<file path="src/rtl/punch_round_ctrl_if.sv">
`default_nettype none
// ============================================================================
// Module      : punch_round_ctrl_if
// Description : Request/valid handshake between the punch-round controller
//               and its random target generator.
//   rnd_req  controller -> generator  request for a new target
//   rnd_vld  generator -> controller  rnd_val is valid this cycle
//   rnd_val  generator -> controller  target number, legal values 1..3
// Revision    : 1.0  initial release
// ============================================================================
interface punch_round_ctrl_if;
  logic       rnd_req;
  logic       rnd_vld;
  logic [1:0] rnd_val;

  modport master (output rnd_req, input rnd_vld, input rnd_val);
  modport slave  (input rnd_req, output rnd_vld, output rnd_val);
endinterface
`default_nettype wire

</file>
<file path="src/rtl/punch_round_ctrl.sv">
`default_nettype none
// ============================================================================
// Module      : punch_round_ctrl
// Description : Reaction-game round controller. Each round fetches a random
//               target, lights it, scores a hit on a clean button edge or a
//               miss on wrong button / timeout, gives feedback, pauses, and
//               after ROUNDS rounds parks in DONE.
// Ports       :
//   clk      sole clock, rising edge
//   rst_n    asynchronous active-low reset
//   i_start  level, begins a game when sampled high in IDLE or DONE
//   i_btn    synchronized buttons, i_btn[k] hits target k+1
//   rnd      random generator handshake (master side)
//   o_led    [3:1] one-hot target, [0] hit feedback, 4'b1111 when done
//   o_score  hits this game (saturating)
//   o_miss   misses this game (saturating)
//   o_busy   high outside IDLE/DONE
//   o_done   high in DONE
// Revision    : 1.0  initial release
// ============================================================================
module punch_round_ctrl #(
  parameter int TICK_DIV      = 25000000,
  parameter int TIMEOUT_TICKS = 4,
  parameter int GAP_TICKS     = 1,
  parameter int ROUNDS        = 16
) (
  input  logic               clk,
  input  logic               rst_n,
  input  logic               i_start,
  input  logic [2:0]         i_btn,
  punch_round_ctrl_if.master rnd,
  output logic [3:0]         o_led,
  output logic [7:0]         o_score,
  output logic [7:0]         o_miss,
  output logic               o_busy,
  output logic               o_done
);

  localparam logic [2:0] S_IDLE = 3'd0;
  localparam logic [2:0] S_REQ  = 3'd1;
  localparam logic [2:0] S_SHOW = 3'd2;
  localparam logic [2:0] S_HIT  = 3'd3;
  localparam logic [2:0] S_MISS = 3'd4;
  localparam logic [2:0] S_GAP  = 3'd5;
  localparam logic [2:0] S_DONE = 3'd6;

  localparam int PW = $clog2(TICK_DIV);
  localparam int CW = 16;

  logic [2:0]    r_state;
  logic [2:0]    w_next;
  logic [PW-1:0] r_presc;
  logic [CW-1:0] r_tcnt;
  logic [7:0]    r_round;
  logic [1:0]    r_target;
  logic [2:0]    r_btn_prev;
  logic [2:0]    w_edge;
  logic [2:0]    w_tmask;
  logic [3:0]    w_led;
  logic          w_tick;
  logic          w_hit;
  logic          w_wrong;
  logic          w_clear;
  logic          w_capture;
  logic          w_score_inc;
  logic          w_miss_inc;
  logic          w_round_inc;

  assign w_tick  = (r_presc == PW'(TICK_DIV - 1));
  assign w_edge  = i_btn & ~r_btn_prev;
  assign w_hit   = |(w_edge & w_tmask);
  // Any non-target edge is a miss, even when the target edge comes with it.
  assign w_wrong = |(w_edge & ~w_tmask);

  always_comb begin
    w_tmask = 3'b000;
    case (r_target)
      2'd1:    w_tmask = 3'b001;
      2'd2:    w_tmask = 3'b010;
      2'd3:    w_tmask = 3'b100;
      default: w_tmask = 3'b000;
    endcase
  end

  always_comb begin
    w_next      = r_state;
    w_clear     = 1'b0;
    w_capture   = 1'b0;
    w_score_inc = 1'b0;
    w_miss_inc  = 1'b0;
    w_round_inc = 1'b0;
    case (r_state)
      S_IDLE, S_DONE: begin
        if (i_start) begin
          w_clear = 1'b1;
          w_next  = S_REQ;
        end
      end
      S_REQ: begin
        // A valid zero is not a legal target; keep requesting.
        if (rnd.rnd_vld && (rnd.rnd_val != 2'd0)) begin
          w_capture = 1'b1;
          w_next    = S_SHOW;
        end
      end
      S_SHOW: begin
        // Button edges are evaluated before the timeout so a press in the
        // final cycle still counts.
        if (w_wrong) begin
          w_miss_inc = 1'b1;
          w_next     = S_MISS;
        end else if (w_hit) begin
          w_score_inc = 1'b1;
          w_next      = S_HIT;
        end else if (w_tick && (r_tcnt == CW'(TIMEOUT_TICKS - 1))) begin
          w_miss_inc = 1'b1;
          w_next     = S_MISS;
        end
      end
      S_HIT, S_MISS: begin
        if (w_tick) w_next = S_GAP;
      end
      S_GAP: begin
        if (w_tick && (r_tcnt == CW'(GAP_TICKS - 1))) begin
          w_round_inc = 1'b1;
          w_next      = ((r_round + 8'd1) == 8'(ROUNDS)) ? S_DONE : S_REQ;
        end
      end
      default: w_next = S_IDLE;
    endcase
  end

  always_comb begin
    w_led = 4'b0000;
    case (r_state)
      S_SHOW:  w_led = {w_tmask, 1'b0};
      S_HIT:   w_led = 4'b0001;
      S_DONE:  w_led = 4'b1111;
      default: w_led = 4'b0000;
    endcase
  end

  always_ff @(posedge clk or negedge rst_n) begin
    if (!rst_n) begin
      r_state     <= S_IDLE;
      r_presc     <= '0;
      r_tcnt      <= '0;
      r_round     <= 8'd0;
      r_target    <= 2'd0;
      r_btn_prev  <= 3'b000;
      o_led       <= 4'b0000;
      o_score     <= 8'd0;
      o_miss      <= 8'd0;
      o_busy      <= 1'b0;
      o_done      <= 1'b0;
      rnd.rnd_req <= 1'b0;
    end else begin
      r_state    <= w_next;
      r_btn_prev <= i_btn;

      // Prescaler and tick counter both restart on every state entry.
      if (w_next != r_state) begin
        r_presc <= '0;
        r_tcnt  <= '0;
      end else if (w_tick) begin
        r_presc <= '0;
        r_tcnt  <= r_tcnt + CW'(1);
      end else begin
        r_presc <= r_presc + PW'(1);
      end

      if (w_capture) r_target <= rnd.rnd_val;

      if (w_clear) begin
        o_score <= 8'd0;
        o_miss  <= 8'd0;
        r_round <= 8'd0;
      end
      if (w_score_inc && (o_score != 8'hFF)) o_score <= o_score + 8'd1;
      if (w_miss_inc && (o_miss != 8'hFF))   o_miss  <= o_miss + 8'd1;
      if (w_round_inc)                       r_round <= r_round + 8'd1;

      // Outputs follow the registered state, one cycle behind it.
      o_led       <= w_led;
      o_busy      <= (r_state != S_IDLE) && (r_state != S_DONE);
      o_done      <= (r_state == S_DONE);
      rnd.rnd_req <= (r_state == S_REQ);
    end
  end

endmodule
`default_nettype wire

</file>
<file path="src/flat_wrapper.sv">
// flat-port wrapper written by rule: the top's interface ports become plain ports
module punch_round_ctrl_flat 
#(
  parameter int TICK_DIV      = 25000000,
  parameter int TIMEOUT_TICKS = 4,
  parameter int GAP_TICKS     = 1,
  parameter int ROUNDS        = 16
)
  (clk, rst_n, i_start, i_btn, o_led, o_score, o_miss, o_busy, o_done, rnd_rnd_req, rnd_rnd_vld, rnd_rnd_val);
  punch_round_ctrl_if rnd_i ();
  input  logic clk;
  input  logic rst_n;
  input  logic i_start;
  input  logic [2:0] i_btn;
  output logic [3:0] o_led;
  output logic [7:0] o_score;
  output logic [7:0] o_miss;
  output logic o_busy;
  output logic o_done;
  output wire logic [$bits(rnd_i.rnd_req)-1:0] rnd_rnd_req;
  input wire logic [$bits(rnd_i.rnd_vld)-1:0] rnd_rnd_vld;
  input wire logic [$bits(rnd_i.rnd_val)-1:0] rnd_rnd_val;
  assign rnd_rnd_req = rnd_i.rnd_req;
  assign rnd_i.rnd_vld = rnd_rnd_vld;
  assign rnd_i.rnd_val = rnd_rnd_val;
  punch_round_ctrl #(.TICK_DIV(TICK_DIV), .TIMEOUT_TICKS(TIMEOUT_TICKS), .GAP_TICKS(GAP_TICKS), .ROUNDS(ROUNDS)) u_core (.clk(clk), .rst_n(rst_n), .i_start(i_start), .i_btn(i_btn), .rnd(rnd_i), .o_led(o_led), .o_score(o_score), .o_miss(o_miss), .o_busy(o_busy), .o_done(o_done));
endmodule
</file>
<file path="config.mk">
export PLATFORM = sky130hd
export DESIGN_NAME = punch_round_ctrl_flat
export DESIGN_NICKNAME = d
export VERILOG_FILES = /design/src/rtl/punch_round_ctrl_if.sv /design/src/rtl/punch_round_ctrl.sv /design/src/flat_wrapper.sv
export SDC_FILE = /design/constraint.sdc
export NUM_CORES = 1
export LEC_CHECK = 0
export ABC_CLOCK_PERIOD_IN_PS = 2500
export BUFFER_PORTS_ARGS = -buffer_cell sky130_fd_sc_hd__buf_2
export CORE_MARGIN = 4
export CORE_UTILIZATION = 29
export CTS_CLUSTER_DIAMETER = 40
export DETAILED_ROUTE_END_ITERATION = 10
export HOLD_SLACK_MARGIN = 0.08
export PLACE_DENSITY_LB_ADDON = 0.12
export SYNTH_ARGS = -nofsm -noshare
export SYNTH_HDL_FRONTEND = slang
export SYNTH_SLANG_ARGS = --single-unit
</file>
<file path="constraint.sdc">
create_clock -name clk -period 2.5 [get_ports clk]
set_input_delay 0.625 -clock clk [delete_from_list [all_inputs] [get_ports clk]]
set_output_delay 0.625 -clock clk [all_outputs]
set_load 0.1 [all_outputs]
</file>
# Word level (Yosys, flattened, before mapping)
# Index checks and enable logic that the tools add are counted.
[totals] ff_bits=80 in_bits=9 wordCells=88
[op_classes] n_addsub=5 n_eq_ne=16 n_mux=32 n_bitwise=5 n_reduce_logical=18
[op_table] cell="$mux 25" n=2
[op_table] cell="$mux 16" n=2
[op_table] cell="$mux 8" n=4
[op_table] cell="$add 25x1->25 const B" n=1
[op_table] cell="$eq 25x25->1 const B" n=1
[op_table] cell="$add 8x1->8 const B" n=3
[op_table] cell="$mux 3" n=8
[op_table] cell="$add 16x1->16 const B" n=1
[op_table] cell="$eq 16x2->1 const B" n=1
[op_table] cell="$logic_not 16->1" n=1
[op_table] cell="$ne 8x8->1 const B" n=2
[op_table] cell="$pmux 3 s5" n=1
[op_table] cell="$mux 1" n=13
[op_table] cell="$pmux 4 s3" n=1
[op_table] cell="$reduce_bool 2->1" n=5
[op_table] cell="$and 3x3->3" n=3
[op_table] cell="$eq 3x3->1 const B" n=3
[op_table] cell="$pmux 3 s3" n=1
[op_table] cell="$eq 8x5->1 const B" n=1
[op_table] cell="$eq 3x2->1 const B" n=2
[op_table] cell="$logic_and 1x1->1" n=6
[op_table] cell="$not 3->3" n=2
[op_table] cell="$reduce_or 3->1" n=2
[op_table] cell="$eq 2x2->1 const B" n=2
[op_table] cell="7 further kinds" n=8

# Logic depth before layout (Yosys ltp)
[logic_depth] word_depth=9 mapped_depth=10

# Worst setup path after synthesis
# OpenSTA, ideal clock, no wires.
[synth_timing] path_type="flip-flop to flip-flop" start="register u_core.o_score[0]" end="register u_core.o_score[5]" t_arrival_ns=2.478 path_slack_ns=-0.102 path_stages_with_launch=9 synth_period_minus_slack_ns=2.602 cell_sequence="dfrtp_1 ha_1 nand3_1 nor2_1 nand3_1 o211ai_1 clkbuf_1 nor2_1 a211o_1"
[synth_between] elab_chain_len=3 word_cells_on_any_way=5 cone_classes="1 x add/sub; 1 x eq/ne; 1 x mux; 2 x reduce/logical"
[synth_lines] element="start: declaration" line_no="punch_round_ctrl.sv:33" rtl="output logic [7:0] o_score,"
[synth_lines] element="start signal: assignment" line_no="punch_round_ctrl.sv:179" rtl="if (w_score_inc && (o_score != 8'hFF)) o_score <= o_score + 8'd1;"
[synth_lines] element="parallel branches: the longest is 3 deep, another holds $add 8x1->8"
# Several ways; the timed one is not identified.
# A chain may end at the register's enable or synchronous reset.

# Worst setup path in the final report
[layout_timing] start="register u_core.r_presc[8]" end="register u_core.r_round[6]"
[layout_between] elab_chain_len=5 word_cells_on_any_way=6 cone_classes="1 x eq/ne; 3 x mux; 2 x reduce/logical"
[layout_lines] element="start: declaration" line_no="punch_round_ctrl.sv:52" rtl="logic [PW-1:0] r_presc;"
[layout_lines] element="start signal: assignment" line_no="punch_round_ctrl.sv:169" rtl="r_presc <= r_presc + PW'(1);"
[layout_lines] element="$eq 25x25->1 (*)" line_no="punch_round_ctrl.sv:69" rtl="assign w_tick = (r_presc == PW'(TICK_DIV - 1));"
[layout_lines] element="$logic_and 1x1->1 (*)" line_no="punch_round_ctrl.sv:124" rtl="if (w_tick && (r_tcnt == CW'(GAP_TICKS - 1))) begin"
[layout_lines] element="$mux 1 (*)" line_no="punch_round_ctrl.sv:124"
[layout_lines] element="$mux 1 (*)" line_no="punch_round_ctrl.sv:92" rtl="case (r_state)"
[layout_lines] element="$mux 8 / $reduce_bool 2->1 (equally long branches)"
[layout_lines] element="end signal: assignment" line_no="punch_round_ctrl.sv:181" rtl="if (w_round_inc) r_round <= r_round + 8'd1;"
[layout_lines] element="end: declaration" line_no="punch_round_ctrl.sv:54" rtl="logic [7:0] r_round;"
# Every way passes the cells marked *; elsewhere a longest branch is shown, timed or not.

==> qor.txt <==
Final Cycle Share: 0.970
Critical path's top delay family: simple AND/OR/NAND/NOR gates
Worst flop-to-flop path startpoint: u_core.r_presc[8]
Slew @ Worst Pin: 0.508 ns
H-tree levels: 3
Initial antenna violation count: 0
Synthesized net count: 491
Tmin final: 2.43 ns
Yosys cell types: 61
Largest net degree at the start of global routing: 42
Worst skew pair latency: 0.35 ns
Placed cells: 736
Max Fclk: 0.412 GHz
Register area share after synthesis: 0.434
Vias per cell: 5.02
Clock buffer depth: 2
Clock sink total: 80
Core area: 0.0154 mm^2
Hold Fails Final Rpt: 0
DRT met1 WL: 6030 um
CTS tree: built
Cts-stage hold buffer count: 0
Fraction of layout cells with a size suffix above 1: 0.256
WL met3: 394 um
Compound-gate portion of the synthesized area: 0.105
Fin. max-slew vios: 0
Critical path buffer and inverter count: 1
Layout Cells excl Fill: 758
Iteration-0 DRC Markers: 229
Worst Skew: 0.00883 ns
WL met2: 5340 um
DR vias: 3808
Status: complete, no violations
Peak per-stage delay on the critical path: 0.74 ns
Class of the worst hold path: input pin to asynchronous set/reset pin
Sequential Power Share: 0.317
Post-synthesis mux area share: 0.0152
Gr ovfl total: 0
Switching part of the total power: 0.436
CP Data Required Time: 2.74 ns
Post-route ant nets: 0
Top Layer Used: met4
Synth Instances: 475
Die H: 134 um
Effective utilization at floorplan: 0.300
Net Switching: 2170 uW
Antenna Cells: 0
First-pass GRT wire length: 19500 um
Rows: 45
Post-synthesis adder-cell area fraction: 0.0190
WL/cell: 15.9 um
CTS Buf Count: 9
Final wirelength: 12000 um
Placed wire-length estimate: 8100 um
Top Ports: 32
PD cells: 872 mW/mm^2
Critical path class: register to register
Internal: 2800 uW
Synthesis Warnings: 0
Startpoint types: register
Tot GR Track Use: 0.135
Async set or reset register ratio after synthesis: 1.00
Placer Congestion: 0.796
Syn_area_per_cell: 9.70 um^2
Peak VDD IR: 0.449 mV
Post-Place Setup Slack: 0.00144 ns
CP cell instances: buf_4 -> nor4b_2 -> nand4_2 -> or2_1 -> or4_2 -> a31o_1
Commonest non-fill, non-tap cell in the layout: dfrtp_1
Post-Synth XOR/XNOR Area: 0.0836
Mapped Area: 0.00461 mm^2
Die Footprint: 0.0180 mm^2
Die span in x: 134 um
Final Setup Violations: 0
Critical path's slowest cell: or4_2
Power share of the clock group: 0.279
Crit path DAT: 2.67 ns
Final WS setup: 0.0742 ns
FF+latch count, synth: 80
Number of synthesized flops with an enable pin: 0
Max-cap violation count: 0
TritonRoute pass-1 iters: 4
Crit. Startpoint: u_core.r_presc[8]
Clock transition at path regs: 0.06 ns
# port buffers: 31
Root buf cell: clkbuf_16
Nets@finish: 558
Area growth, synth to finish: 23.6%
Leak Pwr: 0.00248 uW
Ys flop type: dfrtp_1
DRC violations left: 0
Most frequent cells in the layout: dfrtp_1 (76), buf_4 (42), nand3_1 (34)
Largest family of logic cells by synthesized area: simple AND/OR/NAND/NOR gates
Simple-Gate Fraction of Synth Area: 0.296
Comb pwr share: 0.404
Vias in the first global route: 3794
Setup crit end kind: register
Relative slew slack: 0.664
Maximum net fanout on the critical path: 7
## cells in the mapped netlist (all sizes together) (4+ instances only)
cell type / n / area (um^2)
nor3b: 7 / 52.6
nand2: 32 / 123
nand2b: 8 / 50.1
xor2: 21 / 184
o21ai: 14 / 70.1
and2: 4 / 25.0
dfrtp: 80 / 2000
nor2b: 6 / 37.5
o21a: 4 / 30.0
ha: 7 / 87.6
inv: 18 / 67.6
xnor2: 23 / 201
nand4: 13 / 93.8
nor2: 32 / 123
nand3: 34 / 170
clkbuf: 10 / 38.8
buf: 13 / 108
nor3: 35 / 280
a31oi: 4 / 25.0
o211ai: 5 / 37.5
or3: 4 / 25.0
a21oi: 7 / 35.0
mux2i: 7 / 70.1
nor4: 30 / 194
and3: 14 / 87.6
## power by group through the flow
stage	Sequential [uW]	Clock (uW)	Combinational, uW
final	1580	1380	2010
after global routing	1600	1480	2150
after CTS	1570	1430	1880
after detailed placement	1600	0	1870
after global placement	1590	0	1870
after floorplan	2050	0	898
## state kept, by name, summed over array words and instances, names as in the netlist
signal	cells
u_core.o_busy	1
u_core.o_score	8
u_core.r_presc	25
u_core.r_target	2
u_core.r_state	3
u_core.r_btn_prev	3
u_core.o_led	4
u_core.r_round	8
u_core.r_tcnt	16
u_core.o_miss	8
u_core.o_done	1
u_core.rnd.rnd_req	1
## stage by stage
step | utilization | power (uW) | setup TNS (ns) | instance area (um^2) | hold slack, ns
floorplan | - | 2940 | 0 | 4610 | 0.329
global placement | 0.342 | 3460 | -0.106 | 5260 | 0.510
detailed placement | 0.342 | 3470 | 0 | 5260 | 0.518
CTS | 0.362 | 4890 | 0 | 5570 | 0.156
global route | 0.371 | 5220 | -0.0130 | 5700 | 0.176
finish | 0.371 | 4970 | 0 | 5700 | 0.162
## final timing paths
kind	to	cells after the start	slack (ns)
setup / recovery	u_core.r_round[6]	6	0.07
hold / removal	u_core.o_score[2]	1	0.16
hold reg to reg	u_core.o_score[0]	1	0.52
setup reg to reg	u_core.r_round[6]	6	0.07
max in group asynchronous	u_core.r_round[0]	2	1.74
min in group clk	u_core.r_btn_prev[1]	1	0.41
## cell families (layout without fill, tap and decap cells)
family	Yosys count	in the layout
flops	80	80
simple gates	230	231
buf+inv	41	112
mux	7	7
xor+xnor	44	44
compound gates	66	66
fa+ha+maj	7	7
## per-layer routing
metal / up-vias / track usage
met3: 16 / 0.0278
li1: 1867 / -
met4: 0 / 0.0605
met1: 1868 / 0.187
met5: - / 0
met2: 57 / 0.202
## timing repair
item                       4_1_cts  5_1_grt
pin swaps                        0        3
setup buffers                    0        3
cloned                           0        3
setup endpoints to repair       14       45
gates resized for setup          1       16
## layout make-up
class | instances | area (um^2)
clock buffers | 11 | 253
clock inverters | 5 | 53.8
fillers | 1567 | 9670
inverters | 18 | 67.6
multi-input cells | 355 | 2480
flip-flops and latches | 80 | 2010
well taps | 211 | 264
repair buffers | 78 | 573
Power figures use the tool's default switching activity.
